## src/rtl/sipo_rx_ctrl.sv

```systemverilog
// Receive sequencer for a 10-bit SIPO: start detection, bit-centre shift pulses,
// framing check and valid/ready delivery of the unpacked byte.
module sipo_rx_ctrl #(
  parameter int unsigned CLKS_PER_BIT = 16,
  parameter int unsigned FRAME_BITS   = 10
) (
  input  logic                  clk,
  input  logic                  reset,
  input  logic                  serial_in,
  output logic                  sipo_shift,
  output logic                  sipo_din,
  input  logic [FRAME_BITS-1:0] sipo_q,
  output logic [7:0]            rx_data,
  output logic                  rx_valid,
  input  logic                  rx_ready,
  output logic                  framing_err,
  output logic                  overrun,
  output logic                  busy
);

  localparam int unsigned CNT_W = $clog2(CLKS_PER_BIT);
  localparam logic [CNT_W-1:0] HALF_M1 = CNT_W'(CLKS_PER_BIT / 2 - 1);
  localparam logic [CNT_W-1:0] LAST    = CNT_W'(CLKS_PER_BIT - 1);
  localparam logic [3:0]       BIT_END = 4'(FRAME_BITS);

  typedef enum logic [1:0] {
    ST_IDLE,
    ST_START,
    ST_SHIFT,
    ST_DONE
  } state_t;

  state_t           r_state;
  logic             r_sync1;
  logic             r_sync2;
  logic [CNT_W-1:0] r_clk_cnt;
  logic [3:0]       r_bit_cnt;
  logic             r_shift;
  logic [7:0]       r_rx_data;
  logic             r_rx_valid;
  logic             r_ferr;
  logic             r_overrun;
  logic             r_busy;

  logic [7:0]       w_data;
  logic             w_good;

  // Start bit is the oldest SIPO bit, stop bit the newest; data arrived LSB first.
  assign w_data = {sipo_q[1], sipo_q[2], sipo_q[3], sipo_q[4],
                   sipo_q[5], sipo_q[6], sipo_q[7], sipo_q[8]};
  assign w_good = !sipo_q[FRAME_BITS-1] && sipo_q[0];

  always_ff @(posedge clk) begin
    if (reset) begin
      r_state    <= ST_IDLE;
      r_sync1    <= 1'b1;
      r_sync2    <= 1'b1;
      r_clk_cnt  <= '0;
      r_bit_cnt  <= '0;
      r_shift    <= 1'b0;
      r_rx_data  <= '0;
      r_rx_valid <= 1'b0;
      r_ferr     <= 1'b0;
      r_overrun  <= 1'b0;
      r_busy     <= 1'b0;
    end else begin
      r_sync1 <= serial_in;
      r_sync2 <= r_sync1;
      r_shift <= 1'b0;
      r_ferr  <= 1'b0;
      if (r_rx_valid && rx_ready) begin
        r_rx_valid <= 1'b0;
      end

      case (r_state)
        ST_IDLE: begin
          if (!r_sync2) begin
            r_state   <= ST_START;
            r_clk_cnt <= '0;
            r_busy    <= 1'b1;
          end
        end

        // Re-check the line at mid start bit to reject glitches.
        ST_START: begin
          if (r_clk_cnt == HALF_M1) begin
            r_clk_cnt <= '0;
            if (!r_sync2) begin
              r_shift   <= 1'b1;
              r_bit_cnt <= 4'd1;
              r_state   <= ST_SHIFT;
            end else begin
              r_state <= ST_IDLE;
              r_busy  <= 1'b0;
            end
          end else begin
            r_clk_cnt <= r_clk_cnt + CNT_W'(1);
          end
        end

        // Wait one cycle after the final pulse so DONE sees the updated SIPO word.
        ST_SHIFT: begin
          if (r_bit_cnt == BIT_END) begin
            r_state <= ST_DONE;
          end else if (r_clk_cnt == LAST) begin
            r_shift   <= 1'b1;
            r_bit_cnt <= r_bit_cnt + 4'd1;
            r_clk_cnt <= '0;
          end else begin
            r_clk_cnt <= r_clk_cnt + CNT_W'(1);
          end
        end

        ST_DONE: begin
          r_state   <= ST_IDLE;
          r_busy    <= 1'b0;
          r_bit_cnt <= '0;
          r_clk_cnt <= '0;
          if (!w_good) begin
            r_ferr <= 1'b1;
          end else if (!r_rx_valid || rx_ready) begin
            r_rx_data  <= w_data;
            r_rx_valid <= 1'b1;
          end else begin
            r_overrun <= 1'b1;
          end
        end

        default: begin
          r_state <= ST_IDLE;
          r_busy  <= 1'b0;
        end
      endcase
    end
  end

  assign sipo_shift  = r_shift;
  assign sipo_din    = r_sync2;
  assign rx_data     = r_rx_data;
  assign rx_valid    = r_rx_valid;
  assign framing_err = r_ferr;
  assign overrun     = r_overrun;
  assign busy        = r_busy;

endmodule
```

## config.mk

```make
export PLATFORM = sky130hd
export DESIGN_NAME = sipo_rx_ctrl
export DESIGN_NICKNAME = d
export VERILOG_FILES = /design/src/rtl/sipo_rx_ctrl.sv
export SDC_FILE = /design/constraint.sdc
export NUM_CORES = 1
export LEC_CHECK = 0
export BUFFER_PORTS_ARGS = -buffer_cell sky130_fd_sc_hd__buf_4
export CORE_MARGIN = 4
export CORE_UTILIZATION = 40
export DETAILED_ROUTE_END_ITERATION = 12
export PLACE_DENSITY = 0.74
export SLEW_MARGIN = 20
export SYNTH_ARGS = -nofsm -noshare
export SYNTH_HDL_FRONTEND = slang
export SYNTH_SLANG_ARGS = --single-unit
```

## constraint.sdc

```tcl
create_clock -name clk -period 1.69 [get_ports clk]
set_input_delay 0.338 -clock clk [delete_from_list [all_inputs] [get_ports clk]]
set_output_delay 0.338 -clock clk [all_outputs]
set_load 0.01 [all_outputs]
```

==> results_dict.tcl, run 1 <==
set metrics [dict create \
    grt-ovfl-total 0 \
    syn_area_mm2 0.001241 \
    max_freq_mhz 564.0 \
    slew_headroom_pct 77.58 \
    leakage_nw 0.7225 \
    antennaDiodeCount 0 \
    cts_root_buf "clkbuf_4" \
    synth-compound-area-share_pct 18.75 \
    synth_seq_cells 25 \
    powerDensity_mw_per_mm2 696.4 \
    startpoint "r_state[0]$_SDFFE_PP0P_" \
    worst_ep_arrival_time_ps 2020 \
    min_path_type "in -> reg" \
    dieWidth_um 63.71 \
    drive_gt1_share_pct 42.94 \
    r2r_start "r_state[0]$_SDFFE_PP0P_" \
    synth_cell_types 41 \
    p_sw_share_pct 29.09 \
    status "complete, but fails checks" \
    ant_nets 0 \
    hold_viol_final 0 \
    core.rowCount 19 \
    seq_power_share_pct 51.5 \
    synth.area.mux_share_pct 7.661 \
    antenna_found_initial 0 \
    synthXorXnorAreaFrac_pct 0 \
    worstSetupPathType "reg -> reg" \
    die_y_um 63.71 \
    ys_warn_count 0 \
    post-route-util_pct 60.88 \
    grt_pass1_vias 1036 \
    vias 1137 \
    setup.worst_path.end_class "register" \
    synth_seq_area_share_pct 40.32 \
    synth_area_per_cell_um2 9.475 \
    violations "setup timing" \
    yosys_most_used_dff "dfxtp_1" \
    clkSinkCount 25 \
    synth_top_family_by_area "simple AND/OR/NAND/NOR gates" \
    synth-simple-area-share_pct 20.36 \
    wirelength_um 2980 \
    htreeDepth 1 \
    crit_end "r_bit_cnt[2]$_SDFFE_PP0P_" \
    grtUsageTotal_pct 13.75 \
    skew_ps 3.797 \
    vdd_drop_max_uv 408.9 \
    power.switching_uw 351.8 \
    clk_latency_ps 330 \
    core-area_mm2 0.002853 \
    cts_tree "built" \
    fillers 240 \
    yosysTopAreaCell "dfxtp_1" \
    fp.dieArea_mm2 0.004058 \
    dr.max_layer_used "met4" \
    gp_congestion 0.8471 \
    synth_fa_ha_area_share_pct 9.073 \
    drt_pre_antenna_iters 6 \
    combPwrFrac_pct 25.0 \
    slowest_stage "dfxtp_4" \
    cp.required_ps 1940 \
    async_flop_share_pct 0 \
    grt_max_degree 23 \
    min_from "serial_in" \
    route.met2.wl_um 1395 \
    synth_edf_count 0 \
    fin_hold_ws_ps 179.6 \
    drtIter0Drc 87 \
    dp_hpwl_um 2133 \
    syn-instance-count 131 \
    slowest_delay_ps 410 \
    min_period_over_period_pct 104.9 \
    clk_pin_slew_ps 140 \
    rsz0062_at_grt "true" \
    clkPwrFrac_pct 23.5 \
    initial_core_util_pct 43.51 \
    crit_chain "inv_4 > ha_4 > buf_6 > nand4b_1 > nand2_2 > or2_4 > o41ai_2" \
    layout_setup_ws_ps -82.95 \
    min_period_ps 1773 \
    cp-start-kind "register" \
    r2r_cells 7 \
    wl_met1_um 1328 \
    final_max_slew_viol_count 0 \
    synth_fp_nets 154 \
    clock_path_buffers 2 \
    reg2reg_setup_slack_ps -80 \
    cp_max_fo 5 \
    avgViaCountPerCell 5.466 \
    synth.area.top_cells "dfxtp_1 40%, ha_1 9.1%, mux2i_1 6.5%" \
    drc 0 \
    area_growth_pct 39.92 \
    grt_pass1_wl_um 4533 \
    r2r-end "r_bit_cnt[2]$_SDFFE_PP0P_" \
    maxCapViolations 0 \
    ios 28 \
    p_int_uw 857.6 \
    numCtsBuffers 3 \
    nets 201 \
    worst_slew_pin_slew_ps 335.7 \
    drt-wirelength-per-cell_um 14.33 \
    dr_wl_met3_um 221 \
    yosys.area.top_type_share_pct 40.32 \
    finalSetupViolCount 5 \
    io_buffer_count 27 \
]
==> through the flow <==
stage	TNS (ps)	power, mW	instances	setup WS [ps]	instance area (µm²)
3_5_place_dp	-77.46	0.8891	200	-75.72	1598
5_1_grt	-542.9	1.275	208	-129.6	1737
4_1_cts	-33.47	1.174	206	-13.51	1657
6_report	-167.9	1.209	208	-82.95	1737
2_1_floorplan	0	0.7746	131	0.1652	1261
3_3_place_gp	0	0.8801	200	1.968	1598
==> routing by layer <==
layer	vias up	track usage (%)
met5	-	0
met4	0	3.235
met3	7	4.085
met2	40	23.86
met1	533	16.65
li1	557	-
==> cells by family after synthesis <==
kind of cell / after synthesis
AND/OR/NAND/NOR: 48
flip-flops: 25
buffers and inverters: 12
adder cells (fa/ha/maj): 9
AO/OA/AOI/OAI: 28
multiplexers: 9
==> worst min-delay path by stage <==
stage / cells past startpoint / to
after floorplan: 1 / sipo_din$_SDFF_PP1_
after global placement: 1 / sipo_din$_SDFF_PP1_
after detailed placement: 1 / sipo_din$_SDFF_PP1_
after CTS: 2 / r_sync1$_SDFF_PP1_
after global routing: 2 / r_sync1$_SDFF_PP1_
final: 2 / r_sync1$_SDFF_PP1_
==> power by group through the flow <==
| stage | clock, mW | sequential [mW] | combinational (mW) |
|---|---|---|---|
| after global placement | 0 | 0.634 | 0.246 |
| after global routing | 0.322 | 0.625 | 0.327 |
| after floorplan | 0 | 0.641 | 0.134 |
| after CTS | 0.290 | 0.621 | 0.263 |
| after detailed placement | 0 | 0.635 | 0.254 |
| final | 0.285 | 0.623 | 0.302 |
==> cell type report <==
class / count / area, µm² / share of cell area, %
clock buffers: 3 / 22.52 / 1.297
clock inverters: 1 / 6.256 / 0.3602
inverters: 8 / 35.03 / 2.017
multi-input cells: 94 / 777.0 / 44.74
flip-flops and latches: 25 / 508.0 / 29.25
well taps: 31 / 38.79 / 2.233
repair buffers: 46 / 349.1 / 20.10
==> state kept, by name, summed over array words and instances, names as in the netlist, named ones only <==
signal and cells:
rx_valid 1, r_sync1 1, busy 1, sipo_din 1
r_bit_cnt 4, overrun 1, r_state 1, framing_err 1
r_clk_cnt 4, rx_data 8, sipo_shift 1
==> what timing repair did <==
item	in CTS	in global routing
gates resized for setup	3	14
hold endpoints to repair	0	0
setup endpoints to repair	4	9
pin swaps	1	4
buffers inserted	2	2
hold buffers	0	0
==> worst max-delay path, delay by kind of cell, from the launching register on <==
family | cells | cell delay (ps)
AND/OR/NAND/NOR | 3 | 660
flip-flops | 1 | 410
AO/OA/AOI/OAI | 1 | 300
buffers and inverters | 2 | 160
adder cells (fa/ha/maj) | 1 | 160
==> Yosys cell counts (all sizes together) (2+ instances only) <==
cell	number
a21oi	8
a31o	2
and3	2
buf	2
clkbuf	2
dfxtp	25
ha	9
inv	8
mux2i	8
nand2	9
nand2b	3
nand3	3
nand3b	2
nand4b	2
nor2	14
nor2b	3
o21ai	2
o311ai	3
o41ai	3
or2	3
==> cells in the final DEF (no fill, tap or decap), types with 3 or more instances in the layout <==
master    Yosys  final
buf_4         0     45
dfxtp_1      25     23
nor2_1       14     14
mux2i_1       8      8
nand2_1       9      7
ha_1          9      7
inv_1         8      6
a21oi_1       8      5
inv_4         0      3
nand2b_1      3      3
nor2b_1       3      3
a21oi_2       0      3
nand3_1       3      3
clkbuf_4      0      3
Note: power is estimated with default switching activity, not from simulation.
==> run 2, diff against run 1 <==
==> constraint.sdc (replaced) <==
create_clock -name clk -period 1.69 [get_ports clk]
set_input_delay 0.169 -clock clk [delete_from_list [all_inputs] [get_ports clk]]
set_output_delay 0.169 -clock clk [all_outputs]
set_load 0.01 [all_outputs]
==> run 2 against run 1 <==
Compared with the run above:
- largest power group unchanged
- die area unchanged
- critical path type unchanged
- clock skew about the same
- total power up 0.17%
- the flow still finishes with violations (setup timing)
- register-to-register slack about the same
- via count up 0.35%
- fmax about the same
- worst setup slack about the same
- critical endpoint unchanged
==> results_dict.tcl, run 2 (synthesis gave the netlist of run 1 again) <==
set metrics [dict create \
    multi_input_area_um2 777.0 \
    placement.cell_area_mm2 0.001598 \
    slowest_delay_ps 410 \
    clk_latency_ps 330 \
    final_area_mm2 0.001747 \
    die_y_um 63.71 \
    cts_tree "built" \
    layout_setup_ws_ps -83.30 \
    grt_pass1_vias 1036 \
    drt-wirelength-per-cell_um 14.31 \
    dp_hpwl_um 2133 \
    hold_end "rx_data[4]$_SDFFE_PP0P_" \
    io_buffer_count 27 \
    r2r_start "r_state[0]$_SDFFE_PP0P_" \
    drive_gt1_share_pct 42.70 \
    core-area_mm2 0.002853 \
    skew_ps 4.041 \
    min_period_over_period_pct 104.9 \
    ios 28 \
    wirelength_um 2991 \
    layout_commonest_cell "buf_4" \
    drtIter0Drc 85 \
    htreeDepth 1 \
    clkSinkCount 25 \
    initial_core_util_pct 43.51 \
    leakage_nw 0.7267 \
    r2r_cells 7 \
    power_mw 1.212 \
    slew_headroom_pct 77.58 \
    min_period_ps 1773 \
    cpLargestDelayFamily "simple AND/OR/NAND/NOR gates" \
    setup.worst_path.end_class "register" \
    max_freq_mhz 563.9 \
    nets 202 \
    critPathBufInv 2 \
    drt_pre_antenna_iters 6 \
    violations "setup timing" \
    grt_max_degree 23 \
    maxCapViolations 0 \
    r2r-end "r_bit_cnt[2]$_SDFFE_PP0P_" \
    min_path_type "in -> reg" \
    min_from "sipo_q[4]" \
    hold_viol_final 0 \
    layout_common_cells "45 x buf_4, 23 x dfxtp_1, 14 x nor2_1" \
    worst_slew_pin_slew_ps 335.7 \
    place_ws_ps -75.72 \
    largest_reg_flops 8 \
    clk_pin_slew_ps 140 \
    drc 0 \
    crit_chain "inv_4 > ha_4 > buf_6 > nand4b_1 > nand2_2 > or2_4 > o41ai_2" \
    status "complete, but fails checks" \
    worst_ep_arrival_time_ps 2020 \
    ant_nets 0 \
    fillers 239 \
    clock_path_buffers 2 \
    cp.required_ps 1940 \
    vias 1141 \
    antennaDiodeCount 0 \
    dieWidth_um 63.71 \
    fp.dieArea_mm2 0.004058 \
    numCtsBuffers 3 \
    holdPathStages 3 \
    vdd_drop_max_uv 409.0 \
    core.rowCount 19 \
    grtUsageTotal_pct 13.75 \
    avgViaCountPerCell 5.459 \
    slowest_stage "dfxtp_4" \
    final_max_slew_viol_count 0 \
    finalSetupViolCount 5 \
    grt_pass1_wl_um 4533 \
    seqCellArea_um2 508.0 \
    antenna_found_initial 0 \
    cp_max_fo 5 \
    cts_root_buf "clkbuf_4" \
    gp_congestion 0.8471 \
    reg2reg_setup_slack_ps -80 \
    cp-start-kind "register" \
    rsz0062_at_grt "true" \
    grt-ovfl-total 0 \
    worstSetupPathType "reg -> reg" \
    area_growth_pct 40.73 \
    powerDensity_mw_per_mm2 693.6 \
    tns_ps -169.3 \
]
[run 2: cell types whose count changed in the layout (fill, tap and decap cells not counted), sizes merged]
| cell | change |
|---|---|
| dlygate4sd3 | +1 |
[run 2: final cells by class]
type	instances	area share [%]
clock buffers	3	1.289
clock inverters	1	0.3582
inverters	8	2.006
multi-input cells	94	44.48
flip-flops and latches	25	29.08
well taps	31	2.221
repair buffers	47	20.56
[run 2: worst register-to-register path, delay by kind of cell, from the launching register on]
| family | cells | cell delay (ps) |
|---|---|---|
| AO/OA/AOI/OAI | 1 | 300 |
| adder cells (fa/ha/maj) | 1 | 160 |
| buffers and inverters | 2 | 160 |
| AND/OR/NAND/NOR | 3 | 660 |
| flip-flops | 1 | 410 |
[run 2: per-layer routing]
layer	global-route usage (%)	wire, µm	vias to the layer above
li1	-	-	559
met1	16.65	1331	535
met2	23.86	1403	40
met3	4.085	220	7
met4	3.235	34	0
met5	0	0	-
[run 2: stage by stage]
stage | hold WS, ps | std cells | utilization, %
finish | 70.70 | 209 | 61.23
global route | 74.54 | 209 | 61.23
CTS | 11.99 | 206 | 58.07
detailed placement | 358.7 | 200 | 56.01
global placement | 353.8 | 200 | 56.01
floorplan | 272.8 | 131 | -
[run 2: how the worst max path moves through the flow]
stage	startpoint	depth (start not counted)	slack [ps]	endpoint
floorplan	r_state[0]$_SDFFE_PP0P_	6	0.2	r_bit_cnt[3]$_SDFFE_PP0P_
global placement	r_state[0]$_SDFFE_PP0P_	6	2	r_bit_cnt[3]$_SDFFE_PP0P_
detailed placement	r_state[0]$_SDFFE_PP0P_	6	-80	r_bit_cnt[3]$_SDFFE_PP0P_
CTS	register	6	-10	r_bit_cnt[2]$_SDFFE_PP0P_
global route	r_state[0]$_SDFFE_PP0P_	7	-130	r_bit_cnt[0]$_SDFFE_PP0P_
finish	r_state[0]$_SDFFE_PP0P_	7	-80	r_bit_cnt[2]$_SDFFE_PP0P_
[run 2: timing repair]
item                       4_1_cts  5_1_grt
gates cloned                     0        0
hold buffers                     0        1
pin swaps                        1        4
resized for setup                3       14
hold endpoints to repair         0        1
setup endpoints to repair        4        9
buffers inserted                 2        2
[run 2: where the power goes]
group | internal [mW] | leakage [nW] | switching, mW
combinational | 0.160 | 0.505 | 0.144
clock | 0.0925 | 0.0183 | 0.192
sequential | 0.606 | 0.204 | 0.0164
total | 0.859 | 0.727 | 0.352
